===== src/rtl/hamming_secded_pipe_if.sv =====
`default_nettype none
// ============================================================================
//  Module      : hamming_secded_pipe_if
//  Description : Streaming bus for the Hamming SEC-DED codec. The input side
//                carries a per-word mode bit (0 = encode, 1 = decode) with the
//                word. The output side carries the result and its error flags.
//  Ports       : mode, in_valid, in_ready, in_data[N]      (input stream)
//                out_valid, out_ready, out_data[N],
//                err_single, err_double                   (output stream)
//  Modports    : master - stream producer/consumer (testbench, upstream logic)
//                slave  - the codec
//  Revision    : 1.0 - initial release
// ============================================================================
interface hamming_secded_pipe_if #(
  parameter int N = 8
);
  logic         mode;
  logic         in_valid;
  logic         in_ready;
  logic [N-1:0] in_data;
  logic         out_valid;
  logic         out_ready;
  logic [N-1:0] out_data;
  logic         err_single;
  logic         err_double;

  modport master (
    output mode, in_valid, in_data, out_ready,
    input  in_ready, out_valid, out_data, err_single, err_double
  );

  modport slave (
    input  mode, in_valid, in_data, out_ready,
    output in_ready, out_valid, out_data, err_single, err_double
  );
endinterface
`default_nettype wire


===== src/rtl/hamming_secded_pipe.sv =====
`default_nettype none
// ============================================================================
//  Module      : hamming_secded_pipe
//  Description : Two-stage pipelined Hamming SEC-DED encoder/decoder with
//                valid/ready backpressure and saturating error counters.
//                Codeword layout: Hamming position p (1..K+R) lives in bit
//                p-1, parity at positions 2^l, data in the remaining
//                positions in ascending order, overall parity in bit N-1.
//  Ports       : clk       - clock, rising edge
//                reset     - asynchronous, active-high
//                bus       - streaming interface (slave side)
//                clr_cnt   - synchronous clear of both counters
//                corr_cnt  - saturating count of corrected single errors
//                dbl_cnt   - saturating count of uncorrectable errors
//  Revision    : 1.0 - initial release
// ============================================================================
module hamming_secded_pipe #(
  parameter int K = 4,
  parameter int R = 3
) (
  input  wire logic              clk,
  input  wire logic              reset,
  hamming_secded_pipe_if.slave   bus,
  input  wire logic              clr_cnt,
  output logic [15:0]            corr_cnt,
  output logic [15:0]            dbl_cnt
);

  localparam int N    = K + R + 1;
  localparam int LAST = K + R;     // highest Hamming position

  generate
    if ((K < 1) || ((1 << R) < (K + R + 1))) begin : g_bad_params
      $error("hamming_secded_pipe: K/R do not form a valid Hamming code");
    end
  endgenerate

  // Hamming position (1-based) holding data bit j.
  function automatic int dpos(input int j);
    int cnt;
    int pos;
    cnt = 0;
    pos = 0;
    for (int p = 1; p <= LAST; p++) begin
      if ((p & (p - 1)) != 0) begin
        if (cnt == j) pos = p;
        cnt++;
      end
    end
    return pos;
  endfunction

  // Stage 1 registers
  logic         r1_valid;
  logic         r1_mode;
  logic [N-1:0] r1_word;    // encoded codeword (encode) or raw codeword (decode)
  logic [R-1:0] r1_syn;
  logic         r1_par;

  // Stage 2 registers
  logic         r2_valid;
  logic [N-1:0] r_out_data;
  logic         r_err_single;
  logic         r_err_double;

  logic [N-1:0] w_enc_word;
  logic [R-1:0] w_syn;
  logic         w_par;
  logic [N-1:0] w_result;
  logic         w_single;
  logic         w_double;
  logic         w_stall;
  logic         w_s1_en;
  logic         w_out_hs;

  assign w_stall  = r2_valid & ~bus.out_ready;
  // Stage 1 may load whenever it is empty or stage 2 will take its word.
  assign w_s1_en  = ~(w_stall & r1_valid);
  assign w_out_hs = r2_valid & bus.out_ready;

  assign bus.in_ready   = w_s1_en;
  assign bus.out_valid  = r2_valid;
  assign bus.out_data   = r_out_data;
  assign bus.err_single = r_err_single;
  assign bus.err_double = r_err_double;

  // Stage 1 combinational: full encode of in_data[K-1:0], plus syndrome and
  // overall parity of in_data taken as a codeword. Mode picks which is used.
  always_comb begin : p_stage1_comb
    logic [N-1:0] code;
    logic         acc;
    logic [R-1:0] syn;
    logic [31:0]  pos;
    code = '0;
    acc  = 1'b0;
    syn  = '0;
    pos  = '0;
    for (int j = 0; j < K; j++) begin
      code[dpos(j) - 1] = bus.in_data[j];
    end
    for (int l = 0; l < R; l++) begin
      if ((1 << l) <= LAST) begin
        acc = 1'b0;
        for (int p = 1; p <= LAST; p++) begin
          if (p[l] && (p != (1 << l))) acc = acc ^ code[p - 1];
        end
        code[(1 << l) - 1] = acc;
      end
    end
    code[N-1] = ^code[N-2:0];
    for (int p = 1; p <= LAST; p++) begin
      pos = p;
      if (bus.in_data[p - 1]) syn = syn ^ pos[R-1:0];
    end
    w_enc_word = code;
    w_syn      = syn;
    w_par      = ^bus.in_data;
  end

  // Stage 2 combinational: classify S/P, correct, extract data.
  always_comb begin : p_stage2_comb
    logic [N-1:0] fixed;
    logic [31:0]  syn;
    fixed    = r1_word;
    syn      = 32'(r1_syn);
    w_single = 1'b0;
    w_double = 1'b0;
    w_result = '0;
    if (r1_par) begin
      if (syn <= LAST) begin
        // syn == 0 means the overall-parity bit itself flipped
        w_single = 1'b1;
        for (int p = 1; p <= LAST; p++) begin
          if (syn == p) fixed[p - 1] = ~fixed[p - 1];
        end
      end else begin
        w_double = 1'b1;
      end
    end else if (syn != 0) begin
      w_double = 1'b1;
    end
    for (int j = 0; j < K; j++) begin
      w_result[j] = fixed[dpos(j) - 1];
    end
    if (!r1_mode) begin
      w_result = r1_word;
      w_single = 1'b0;
      w_double = 1'b0;
    end
  end

  always_ff @(posedge clk or posedge reset) begin
    if (reset) begin
      r1_valid <= 1'b0;
      r1_mode  <= 1'b0;
      r1_word  <= '0;
      r1_syn   <= '0;
      r1_par   <= 1'b0;
    end else if (w_s1_en) begin
      r1_valid <= bus.in_valid;
      if (bus.in_valid) begin
        r1_mode <= bus.mode;
        r1_word <= bus.mode ? bus.in_data : w_enc_word;
        r1_syn  <= w_syn;
        r1_par  <= w_par;
      end
    end
  end

  always_ff @(posedge clk or posedge reset) begin
    if (reset) begin
      r2_valid     <= 1'b0;
      r_out_data   <= '0;
      r_err_single <= 1'b0;
      r_err_double <= 1'b0;
    end else if (!w_stall) begin
      r2_valid <= r1_valid;
      if (r1_valid) begin
        r_out_data   <= w_result;
        r_err_single <= w_single;
        r_err_double <= w_double;
      end
    end
  end

  always_ff @(posedge clk or posedge reset) begin
    if (reset) begin
      corr_cnt <= '0;
      dbl_cnt  <= '0;
    end else if (clr_cnt) begin
      corr_cnt <= '0;
      dbl_cnt  <= '0;
    end else if (w_out_hs) begin
      if (r_err_single && (corr_cnt != 16'hFFFF)) corr_cnt <= corr_cnt + 16'd1;
      if (r_err_double && (dbl_cnt != 16'hFFFF))  dbl_cnt  <= dbl_cnt + 16'd1;
    end
  end

endmodule
`default_nettype wire

===== src/flat_wrapper.sv =====
// flat-port wrapper written by rule: the top's interface ports become plain ports
module hamming_secded_pipe_flat 
#(
  parameter int K = 4,
  parameter int R = 3
)
  (clk, reset, clr_cnt, corr_cnt, dbl_cnt, bus_mode, bus_in_valid, bus_in_data, bus_out_ready, bus_in_ready, bus_out_valid, bus_out_data, bus_err_single, bus_err_double);
  hamming_secded_pipe_if bus_i ();
  input  wire logic clk;
  input  wire logic reset;
  input  wire logic clr_cnt;
  output logic [15:0] corr_cnt;
  output logic [15:0] dbl_cnt;
  input wire logic [$bits(bus_i.mode)-1:0] bus_mode;
  input wire logic [$bits(bus_i.in_valid)-1:0] bus_in_valid;
  input wire logic [$bits(bus_i.in_data)-1:0] bus_in_data;
  input wire logic [$bits(bus_i.out_ready)-1:0] bus_out_ready;
  output wire logic [$bits(bus_i.in_ready)-1:0] bus_in_ready;
  output wire logic [$bits(bus_i.out_valid)-1:0] bus_out_valid;
  output wire logic [$bits(bus_i.out_data)-1:0] bus_out_data;
  output wire logic [$bits(bus_i.err_single)-1:0] bus_err_single;
  output wire logic [$bits(bus_i.err_double)-1:0] bus_err_double;
  assign bus_i.mode = bus_mode;
  assign bus_i.in_valid = bus_in_valid;
  assign bus_i.in_data = bus_in_data;
  assign bus_i.out_ready = bus_out_ready;
  assign bus_in_ready = bus_i.in_ready;
  assign bus_out_valid = bus_i.out_valid;
  assign bus_out_data = bus_i.out_data;
  assign bus_err_single = bus_i.err_single;
  assign bus_err_double = bus_i.err_double;
  hamming_secded_pipe #(.K(K), .R(R)) u_core (.clk(clk), .reset(reset), .bus(bus_i), .clr_cnt(clr_cnt), .corr_cnt(corr_cnt), .dbl_cnt(dbl_cnt));
endmodule

===== config.mk =====
export PLATFORM = sky130hd
export DESIGN_NAME = hamming_secded_pipe_flat
export DESIGN_NICKNAME = d
export VERILOG_FILES = /design/src/rtl/hamming_secded_pipe_if.sv /design/src/rtl/hamming_secded_pipe.sv /design/src/flat_wrapper.sv
export SDC_FILE = /design/constraint.sdc
export NUM_CORES = 1
export LEC_CHECK = 0
export CORE_ASPECT_RATIO = 1.4
export CORE_MARGIN = 1.5
export CORE_UTILIZATION = 38
export CTS_CLUSTER_SIZE = 28
export DETAILED_ROUTE_END_ITERATION = 6
export GPL_ROUTABILITY_DRIVEN = 0
export SYNTH_ARGS = -nofsm -noshare
export SYNTH_HDL_FRONTEND = slang
export SYNTH_SLANG_ARGS = --single-unit

===== constraint.sdc =====
create_clock -name clk -period 4.4 [get_ports clk]
set_clock_uncertainty 0.15 [all_clocks]
set_input_delay 0.66 -clock clk [delete_from_list [all_inputs] [get_ports clk]]
set_output_delay 0.66 -clock clk [all_outputs]
set_load 0.005 [all_outputs]

Yosys cells after proc, flatten, opt, wreduce, memory -nomap -nowiden
Index checks and enable logic that the tools add are counted.

word-level totals
  register bits = 57
  latch bits = 0
  RAM bits = 0
  bits in read-only memories = 0
  output and inout port bits = 44
  logic and storage cells = 87
  memories kept = 0

cells by class
  add/subtract/negate cells = 2
  $mul = 0
  divide/modulo/power cells = 0
  magnitude comparators = 0
  equal/unequal tests = 9
  shift operators = 0
  mux-type cells = 28
  bitwise operators = 25
  reduce and logical (&&, ||, !) cells = 12

operators by type and width
  kind                     number
  $mux W16                 6
  $add A16 B1 Y16 const B  2
  $ne A16 B16 Y1 const B   2
  $mux W8                  2
  $mux W1                  13
  $eq A3 B3 Y1 const B     4
  $mux W3                  4
  $not A1 Y1               10
  $reduce_and A2 Y1        4
  $reduce_xor A8 Y1        1
  $mux W7                  1
  $reduce_xor A7 Y1        1
  $eq A3 B2 Y1 const B     2
  $not A2 Y2               3
  $reduce_bool A2 Y1       3
  $xor A1 B1 Y1            6
  $mux W2                  2
  $and A1 B1 Y1            3
  $eq A3 B1 Y1 const B     1
  $not A3 Y3               1
  $reduce_bool A3 Y1       1
  $logic_and A1 B1 Y1      2
  $not A1 Y1 const A       2

Longest topological paths before layout
  depth in word-level cells = 11
  gate-level depth with buffers = 6

Worst setup path before layout
No wires, ideal clock.

  path type = flip-flop to flip-flop
  start = register u_core.dbl_cnt[0]
  end = register u_core.dbl_cnt[7]
  setup time = 0.127 ns
  arrival = 1.670 ns
  data required time = 4.123 ns
  path slack = 2.453 ns
  cell stages (with the launch flop) = 7
  buffers on the path = 0
  clock period less this slack = 1.947 ns
  path through = dfrtp_1 ha_1 nand4_4 nor4_4 nor3b_2 nand3_2 mux2_1

on the way
  longest elaborated chain between the ends = 4
  elaborated cells between the ends (all ways) = 8
  those cells by class = add/sub: 1; eq/ne: 1; mux: 3; reduce/logical: 3

RTL lines
  what                                               RTL line                    source
  from (decl)                                        hamming_secded_pipe.sv:26   output logic [15:0] dbl_cnt
  from (signal assigned)                             hamming_secded_pipe.sv:195  if (r_err_double && (dbl_cnt != 16'hFFFF)) dbl_cnt <= dbl_cnt + 16'd1;
  $add A16 B1 Y16 or $ne A16 B16 Y1 (tied branches)  hamming_secded_pipe.sv:195
  $mux W16 or $logic_and A1 B1 Y1 (tied branches)    hamming_secded_pipe.sv:195
  $mux W16 or $reduce_bool A2 Y1 (tied branches)     -
  $mux W16 or $reduce_and A2 Y1 (tied branches)      -

Several ways; a longest one is shown, not always the timed one. The select of a mux whose other input is x is not followed.
A chain may end at the register's enable or synchronous reset.

Final worst setup path
  start = input port bus_out_ready
  end = output port bus_in_ready

on the way
  longest elaborated chain between the ends = 4

RTL lines
  what                  RTL line                   source
  from (decl)           flat_wrapper.sv:17         input wire logic [$bits(bus_i.out_ready)-1:0] bus_out_ready;
  $not A1 Y1            hamming_secded_pipe.sv:76  assign w_stall = r2_valid & ~bus.out_ready;
  $and A1 B1 Y1         hamming_secded_pipe.sv:76
  $and A1 B1 Y1         hamming_secded_pipe.sv:78  assign w_s1_en = ~(w_stall & r1_valid);
  $not A1 Y1 (no line)  -
  to (decl)             flat_wrapper.sv:18         output wire logic [$bits(bus_i.in_ready)-1:0] bus_in_ready;

No other way between the ends.

==> results by group <==
Outcome
  • Run status: finished, final reports clean

Place
  • Pre-CTS setup slack: around 1700 ps
  • Detailed-placement wirelength estimate: 4720 um
  • Input/output buffers: 57
  • Dpl cells: between 400 and 500

Yosys
  • Synth Area in Compound Gates: 7.29%
  • Main combinational cell family by area after synthesis: simple AND/OR/NAND/NOR gates
  • XOR/XNOR Fraction of Synth Area: 12.5%
  • Share of the synthesized area in the top cell type: 47.5%
  • Post-synth ARST share: 100%
  • Synth Flop Type: dfrtp_1
  • Syn Nets: around 340
  • Top cell type by total area after synthesis: dfrtp_1
  • Sequential fraction of the synthesis area: between 40% and 50%
  • Syn_area_per_cell: 9.41 sq um
  • Cell Area, Synth: between 3000 and 4000 sq um
  • Post-synthesis mux area share: about 2.8%
  • Synth area leaders: dfrtp_1 48%, xnor2_1 8.5%, nand2_1 5.1%, nor2_1 4.8%, o21ai_0 4.7%
  • Post-Synth Adder-Cell Area: 0.834%
  • Yosys warning count: 0
  • #FFs+latches synth: 57
  • Most common cell in the netlist: dfrtp_1
  • EDFF count, synth: 0
  • Synth Area in Simple Gates: between 20% and 30%
  • Yosys cell types: 39
  • Leading cell types by count after synthesis: 57 x dfrtp_1, 41 x nand2_1, 38 x nor2_1, 29 x xnor2_1, 28 x o21ai_0
  • Post-Synthesis Cells: ~320

Critical path
  • Reg2Reg Depth: 6
  • Nature of the critical path startpoint: input port
  • Critical path launch point: bus_out_ready
  • Worst r2r dst: u_core.dbl_cnt[7]
  • Critical path type: in2out
  • Req. time, crit path: about 3600 ps
  • Crit path max fanout: 4
  • Worst EP arrival: 1870 ps
  • Crit path capture type: output pin
  • CP endpoint: bus_in_ready
  • Flop2flop setup slack: between 2000 and 2500 ps
  • Reg-to-Reg Start: u_core.dbl_cnt[0]

Clock tree
  • Post-CTS setup buffers: 0
  • H-tree depth: 3
  • Hold Buf Count CTS: 0
  • Clk_lat worst skew: roughly 320 ps
  • # clock sinks: between 50 and 60
  • Post-CTS Resized: 0
  • Clock Tree Root: clkbuf_8
  • Worst-path clk slew: around 60 ps
  • CTS tree: yes
  • Deepest clock path buffer count: 2
  • Num CTS Buffers: 9

Die
  • Height of the die: ~110 um
  • Die X: around 80 um
  • Initial Util: 39.0%
  • Row Count: 38
  • Area of the core: roughly 7700 sq um
  • Die Area: ~8400 sq um
  • Ports: 58

Pwr
  • Peak supply drop: 157 uV
  • Power Total: 1250 uW
  • Internal power: between 900 and 1000 uW
  • LEAKAGE: about 0.0015 uW
  • Clock power share: about a third
  • Sw Share: roughly 27%
  • Switching power total: between 300 and 400 uW
  • Reg power frac: 49.9%
  • PD cells: approximately 320 nW/um^2
  • Combinational share of power: about 16%

Timing
  • Fin crit share: 60.9%
  • RSZ-0062 raised after global routing: false
  • Final hold vios: 0
  • # setup viols final: 0
  • Fmax achieved: approximately 370 MHz
  • Worst slew margin: 32.4%
  • Fin. max-slew vios: 0
  • Min Tclk post-route: around 2700 ps
  • Slew @ Worst Pin: about 1000 ps
  • Setup ws final: approximately 1700 ps
  • Setup TNS: 0 ps

Cells and area
  • # fillers: 756
  • Final Util: roughly half
  • Post-route insts no fill: 480
  • Layout cells sized above 1: under 10%
  • FF/Latch Area: 1430 sq um
  • Nets: roughly 390
  • ANT cells: 0
  • Layout Area Growth over Synthesis: 27.7%
  • Footprint of the multi-input gates: 1510 sq um

Global route
  • Vias in the first global route: 2350
  • Initial antenna violation count: 0
  • First-pass GRT wire length: 10800 um
  • Total GRT Usage: 16.4%
  • GRT Residual Overflow: 0
  • Largest net degree at the start of global routing: 50

Detailed routing
  • Vias per inst: ~5
  • Routed Antenna Nets: 0
  • Wire per inst: ~13 um
  • Initial DRC Count: between 60 and 70
  • Drt drc: 0
  • Routed via count: around 2400
  • DRT Pass-1 Iters: 4
  • Aggregate routed wire length: roughly 6300 um

Flow run
  • Max Cap Viol: 0

Min path
  • Hold Crit Class: reg2reg
[worst max-delay path, stage by stage]
cell and delay (ps):
clkdlybuf4s50_1 520, nand3b_1 170, clkdlybuf4s50_1 520
[metrics by stage]
stage               hold WS, ps  instance area, sq um
finish                      323                  3830
CTS                         329                  3830
global placement            308                  3660
floorplan                   295                  3000
detailed placement          315                  3660
global route                363                  3830
[flip-flops by register name, indices dropped and copies added, names as in the netlist]
register,count
u_core.r1_syn,3
u_core.r1_par,1
u_core.corr_cnt,16
u_core.bus.out_valid,1
u_core.bus.err_single,1
u_core.dbl_cnt,16
u_core.r1_mode,1
u_core.bus.out_data,8
u_core.r1_word,8
u_core.bus.err_double,1
u_core.r1_valid,1
[layout make-up]
cell class | count | area share, %
inverter | 3 | 0.294
multi-input combinational | 245 | 39.4
clock inverter | 3 | 0.392
clock buffer | 13 | 4.15
sequential | 57 | 37.2
timing repair buffer | 59 | 15.3
tap | 100 | 3.26
[how the worst min path moves through the flow]
| stage | start | to | slack [ps] | depth (start not counted) |
|---|---|---|---|---|
| final | u_core.r1_word[1] | u_core.r1_word[1] | 320 | 2 |
| after global routing | u_core.r1_valid | u_core.bus.out_valid | 360 | 1 |
| after CTS | u_core.r1_word[1] | u_core.r1_word[1] | 330 | 2 |
| after detailed placement | u_core.r1_word[1] | u_core.r1_word[1] | 320 | 2 |
| after global placement | u_core.r1_word[1] | u_core.r1_word[1] | 310 | 2 |
| after floorplan | u_core.r1_word[0] | u_core.r1_word[0] | 290 | 2 |
[metal layers]
layer  vias to the layer above  track usage, %  wire length (um)
met5                         -               0                 0
met4                         0            6.76                46
met3                         6            3.88               215
met2                        44            30.4              3480
met1                      1137            17.6              2590
li1                       1216               -                 -
[power groups by stage]
| stage | combinational [uW] | clock [uW] | sequential (uW) |
|---|---|---|---|
| floorplan | 112 | 0 | 618 |
| global placement | 196 | 0 | 631 |
| detailed placement | 199 | 0 | 632 |
| CTS | 200 | 448 | 623 |
| global route | 223 | 471 | 629 |
| finish | 193 | 431 | 621 |
[kinds of logic after synthesis]
family	Yosys count
buffers and inverters	17
XOR/XNOR	43
adder cells (fa/ha/maj)	2
flip-flops	57
AO/OA/AOI/OAI	40
AND/OR/NAND/NOR	152
multiplexers	8
[layout by cell type (no fill, tap or decap), types with 3 or more instances in the layout]
master / Yosys / final
nor3_1: 9 / 9
o21ai_0: 28 / 28
nand2b_1: 7 / 7
mux2i_1: 6 / 6
nand4b_1: 3 / 3
and4_1: 4 / 4
nor4_1: 4 / 4
dfrtp_1: 57 / 57
a21oi_1: 5 / 5
nand4_1: 10 / 10
clkdlybuf4s50_1: 0 / 57
nand2_1: 41 / 41
and3_1: 7 / 7
clkbuf_8: 0 / 11
xnor2_1: 29 / 29
nor2_1: 38 / 38
xor2_1: 14 / 14
nand3_1: 13 / 13
clkinv_2: 0 / 3
Note: power is estimated with default switching activity, not from simulation.
